$ cat config.mk
export PLATFORM = sky130hd
export DESIGN_NAME = nic_resp
export DESIGN_NICKNAME = d
export VERILOG_FILES = /design/src/rtl/nic_resp.sv
export SDC_FILE = /design/constraint.sdc
export NUM_CORES = 1
export LEC_CHECK = 0
export BUFFER_PORTS_ARGS = -buffer_cell sky130_fd_sc_hd__buf_2
export CAP_MARGIN = 0
export CELL_PAD_IN_SITES_DETAIL_PLACEMENT = 0
export CELL_PAD_IN_SITES_GLOBAL_PLACEMENT = 2
export CORE_MARGIN = 4
export CORE_UTILIZATION = 35
export DETAILED_ROUTE_END_ITERATION = 10
export HOLD_SLACK_MARGIN = 0.05
export PLACE_DENSITY = 0.86
export SYNTH_ARGS = -nofsm -noshare
export SYNTH_HDL_FRONTEND = slang
export SYNTH_SLANG_ARGS = --single-unit
$ cat constraint.sdc
create_clock -name clk -period 14.6 [get_ports clk]
set_clock_uncertainty 0.2 [all_clocks]
set_input_delay 1.46 -clock clk [delete_from_list [all_inputs] [get_ports clk]]
set_output_delay 1.46 -clock clk [all_outputs]
set_load 0.005 [all_outputs]
$ cat src/rtl/nic_resp.sv
// nic_resp: memory-mapped network interface controller.
//
// Responder on a CPU core's data-memory port, bridging the core to its local
// ring router port through a one-entry input buffer (router -> CPU) and a
// one-entry output buffer (CPU -> router). Software polls a status register
// per buffer and moves packets with plain loads and stores.
//
// Ports:
//   clk, reset    rising-edge clock, asynchronous active-high reset
//   addr          register select: 00 in_buf, 01 in_status, 10 out_buf, 11 out_status
//   d_in          CPU write data
//   d_out         CPU read data, registered (valid the cycle after the request)
//   nicEn         access strobe
//   nicWrEn       1 = write, 0 = read (qualified by nicEn)
//   net_so        send strobe to router
//   net_ro        router ready to accept a packet
//   net_do        packet to router (zero while the output buffer is empty)
//   net_polarity  router's current virtual-channel polarity
//   net_si        router send strobe into the NIC
//   net_ri        NIC ready to accept a packet
//   net_di        packet from router
//
// All data buses are indexed [0:DW-1]; VC_BIT selects the virtual-channel bit.
module nic_resp #(
  parameter int DW     = 64,
  parameter int VC_BIT = 0
) (
  input  logic          clk,
  input  logic          reset,
  input  logic [1:0]    addr,
  input  logic [0:DW-1] d_in,
  output logic [0:DW-1] d_out,
  input  logic          nicEn,
  input  logic          nicWrEn,
  output logic          net_so,
  input  logic          net_ro,
  output logic [0:DW-1] net_do,
  input  logic          net_polarity,
  input  logic          net_si,
  output logic          net_ri,
  input  logic [0:DW-1] net_di
);

  localparam logic [1:0] ADDR_IN_BUF     = 2'b00;
  localparam logic [1:0] ADDR_IN_STATUS  = 2'b01;
  localparam logic [1:0] ADDR_OUT_BUF    = 2'b10;
  localparam logic [1:0] ADDR_OUT_STATUS = 2'b11;

  logic [0:DW-1] in_buf;
  logic [0:DW-1] out_buf;
  logic          in_full;
  logic          out_full;

  logic rd_req;
  logic wr_req;
  logic arrive;
  logic take;
  logic send_ok;
  logic post;

  assign rd_req = nicEn & ~nicWrEn;
  assign wr_req = nicEn & nicWrEn;

  // The router may only send on the channel whose polarity differs from the
  // packet's VC bit, so a packet can sit ready while the ring is in the
  // wrong phase.
  assign send_ok = out_full & net_ro & (out_buf[VC_BIT] != net_polarity);

  // Arrival needs an empty buffer and consumption needs a full one, so these
  // two can never fire on the same edge.
  assign arrive = net_si & ~in_full;
  assign take   = rd_req & (addr == ADDR_IN_BUF) & in_full;

  // A write landing on the same edge as a send completes is dropped because
  // out_full is still set at that edge; software must re-poll.
  assign post = wr_req & (addr == ADDR_OUT_BUF) & ~out_full;

  assign net_ri = ~in_full;
  assign net_so = send_ok;
  assign net_do = out_full ? out_buf : '0;

  // Input buffer: filled by the router, emptied by a CPU read of in_buf.
  always_ff @(posedge clk or posedge reset) begin
    if (reset) begin
      in_buf  <= '0;
      in_full <= 1'b0;
    end else if (arrive) begin
      in_buf  <= net_di;
      in_full <= 1'b1;
    end else if (take) begin
      in_full <= 1'b0;
    end
  end

  // Output buffer: filled by a CPU write, emptied by a completed send.
  // out_buf keeps its contents after a send so it can still be read back.
  always_ff @(posedge clk or posedge reset) begin
    if (reset) begin
      out_buf  <= '0;
      out_full <= 1'b0;
    end else if (send_ok) begin
      out_full <= 1'b0;
    end else if (post) begin
      out_buf  <= d_in;
      out_full <= 1'b1;
    end
  end

  // Registered read data; status flags sit in the least significant bit.
  always_ff @(posedge clk or posedge reset) begin
    if (reset) begin
      d_out <= '0;
    end else if (rd_req) begin
      case (addr)
        ADDR_IN_BUF:     d_out <= in_buf;
        ADDR_IN_STATUS:  d_out <= {{(DW-1){1'b0}}, in_full};
        ADDR_OUT_BUF:    d_out <= out_buf;
        ADDR_OUT_STATUS: d_out <= {{(DW-1){1'b0}}, out_full};
        default:         d_out <= d_out;
      endcase
    end
  end

endmodule

==> impl_results.md <==
* Ys flop type: dfrtp_1
* Via-to-Cell Ratio at 4.69
* DIE HEIGHT at 161 um
* Peak VDD IR at about 0.08 mV
* Clk buf depth at 2
* Final setup viols at 0
* Quantity of gates resized following cts at 0
* Final core area utilization at roughly 45%
* Pleak at between 5 and 6 nW
* Final Total Pwr at 1.92 mW
* Psw at 0.603 mW
* Layout cell share with drive strength beyond 1 at 47.1%
* Seq/Total Area, Yosys at 58.9%
* Critical Path Start Type: register
* ANT cells at 0
* Reg-to-Reg End: out_buf[19]
* Total track usage at 16.4%
* Family with the most delay on the worst path: flip-flops
* Post-synth top cells: 194 x dfrtp_1, 110 x mux2_2, 64 x and2_1
* Tmin final at around 3.8 ns
* Global-route wire length before repair at 33600 um
* Average wire per standard cell at ~18 um
* Drt drc at 0
* Placed Cells at 1176
* Setup bufs post-CTS at 0
* GRT Residual Overflow at 0
* Cell Count, Final, Fillers Out at 1207
* #FFs+latches synth at roughly 190
* Number of port buffers at 266
* Root Buffer: clkbuf_16
* Number of hold violations in the final report at 0
* # nets final at 1019
* Antenna-violating nets left at 0
* Hold Path Stages at 2
* R2R setup slack at around 12 ns
* Filler cell count at 2208
* Hold Startpoint: d_out[19]
* Slew margin rel. at 39.5%
* Largest family of logic cells by synthesized area: multiplexers
* Syn. warnings at 0
* Run status: finished clean
* CP max stage delay at 0.80 ns
* Synth async-reset ratio at 100%
* XOR/XNOR Fraction of Synth Area at 0.106%
* Reg power frac at a little under half
* Worst setup path category: register to output port
* CTS tree: built
* Dominant cells by area after synthesis: dfrtp_1 59%, mux2_2 15%, mux2i_1 7.6%
* Int Pwr at 1.32 mW
* Comb pwr share at around 29%
* FF-to-FF path depth at 3
* Placer congestion estimate at 0.715
* CP Capture Type: output port
* Syn_nets at between 700 and 800
* Total CTS buffers at 17
* Max-Cap Viols at 0
* Layout area overhead at 25.5%
* Maximum clock rate at roughly 270 MHz
* Cell Area, Synth at 8250 um^2
* I/O Pins at 267
* CP Max Fanout at 35
* Synth cell types at 24
* Vias in the first global route at between 5000 and 6000
* Via count at 5657
* Final max-slew violation count at 0
* Post-Syn Area per Cell at 13.1 um^2
* Setup TNS at 0 ns
* Post-DP HPWL at 14700 um
* Critical Path AT at 2.09 ns
* Die X at between 150 and 200 um
* Worst R2R Start: out_full
* Clock Pin Slew Worst Setup and Hold Paths at approximately 0.07 ns
* Bufs and invs on worst path at 2
* Largest net degree at the start of global routing at 126
* Syn Inst Count at around 630
* Least-Margin Pin Slew at 0.907 ns
* DRT Pass-1 Iters at 4
* Clock power frac at 23.0%
* Final Cycle Share at approximately a quarter
* Post-synthesis mux area share at around a quarter
* CTS Hold Bufs at 0
* Worst Hold Path EP: d_out[19]
* WL final at 21600 um
* Sw Ratio at about a third
* Top cell type's share of synthesized area at 58.9%
* Worst Path Required at 12.94 ns
* Complex-gate fraction of the synthesized area at 3.98%
* Number of synthesized flops with an enable pin at 0
* Synth area leader: dfrtp_1
* Simple-Gate Fraction of Synth Area at 8.53%
* Cell Pwr Density at 186 nW/um^2
* Post-Synth Adder-Cell Area at 0%
* Initial antenna violation count at 3
* Clock latency on the worst-skew pair at 0.42 ns
* Crit-path cells: buf_4 > and3_1 > buf_2
* HP Class: register to register
* # H-tree levels at 4
* Starting Density at 36.0%
* Core footprint at 22900 um^2
* Clock sink total at 194
* Rows at 55
* Unrepaired setup endpoints after global routing: false
* DIE AREA at 26100 um^2
* Initial DRC count at 173
* Most common cell in the netlist: dfrtp_1
* Crit path max-delay cell type: dfrtp_2
[worst register-to-register path: stages (launching register included)]
cell and delay, ns:
dfrtp_2 0.66, nor2_8 0.49, buf_4 0.60, mux2_2 0.43
[final cells by class]
| type | instances | area [um^2] | share of cell area, % |
|---|---|---|---|
| Clock buffer | 19 | 443 | 4.28 |
| Clock inverter | 12 | 100 | 0.967 |
| Inverter | 3 | 18.8 | 0.181 |
| Multi-Input combinational cell | 393 | 3160 | 30.5 |
| Sequential cell | 194 | 4860 | 46.9 |
| Tap cell | 313 | 392 | 3.78 |
| Timing Repair Buffer | 273 | 1390 | 13.4 |
[cell usage in the layout (no fill, tap or decap), types with 2 or more instances in the layout]
cell / Yosys / final
buf_2: 10 / 265
dfrtp_1: 194 / 193
inv_8: 0 / 4
clkinv_2: 0 / 2
inv_6: 0 / 3
o21ai_1: 14 / 14
mux2_1: 19 / 19
mux2i_1: 63 / 63
mux2_2: 110 / 110
clkinvlp_4: 0 / 4
nand2_1: 63 / 63
o21ai_0: 49 / 49
clkbuf_16: 0 / 17
inv_1: 3 / 2
buf_4: 3 / 8
and2_1: 64 / 64
[per-stage QoR]
step | cell area [um^2] | hold WS, ns | setup slack, ns
3_3_place_gp | 9810 | 0.255 | 10.67
5_1_grt | 10400 | 0.306 | 10.70
3_5_place_dp | 9810 | 0.265 | 10.64
4_1_cts | 10400 | 0.280 | 10.78
2_1_floorplan | 8250 | 0.268 | 7.66
6_report | 10400 | 0.272 | 10.85
[state kept, by name, summed over array words and instances (netlist names)]
register	cells
out_full	1
in_buf	64
out_buf	64
in_full	1
d_out	64
[metal layers]
layer	global-route usage [%]	vias up	part of all wire [%]
met5	0	-	0.13
met4	3.10	6	0.76
met3	6.12	15	8.1
met2	26.1	182	47
met1	21.9	2784	44
li1	-	2670	-
[worst max path at each step]
stage / startpoint / end / slack [ns] / cells after the start
floorplan: reset / d_out[0] / 7.66 / 1
global placement: addr[1] / out_buf[27] / 10.67 / 5
detailed placement: addr[1] / out_buf[20] / 10.64 / 5
CTS: out_full / net_so / 10.78 / 3
global route: out_full / net_so / 10.70 / 3
finish: out_full / net_so / 10.85 / 3
[power groups by stage]
| stage | clock (mW) | sequential [mW] | combinational, mW |
|---|---|---|---|
| 2_1_floorplan | 0 | 0.878 | 0.375 |
| 3_3_place_gp | 0 | 0.928 | 0.560 |
| 3_5_place_dp | 0 | 0.936 | 0.567 |
| 4_1_cts | 0.456 | 0.926 | 0.571 |
| 5_1_grt | 0.480 | 0.956 | 0.621 |
| 6_report | 0.443 | 0.923 | 0.558 |
[kinds of logic after synthesis]
family,count (synthesis)
simple gates,134
xor+xnor,1
flops,194
buf+inv,44
mux,193
compound gates,65
Note: power is estimated with default switching activity, not from simulation.
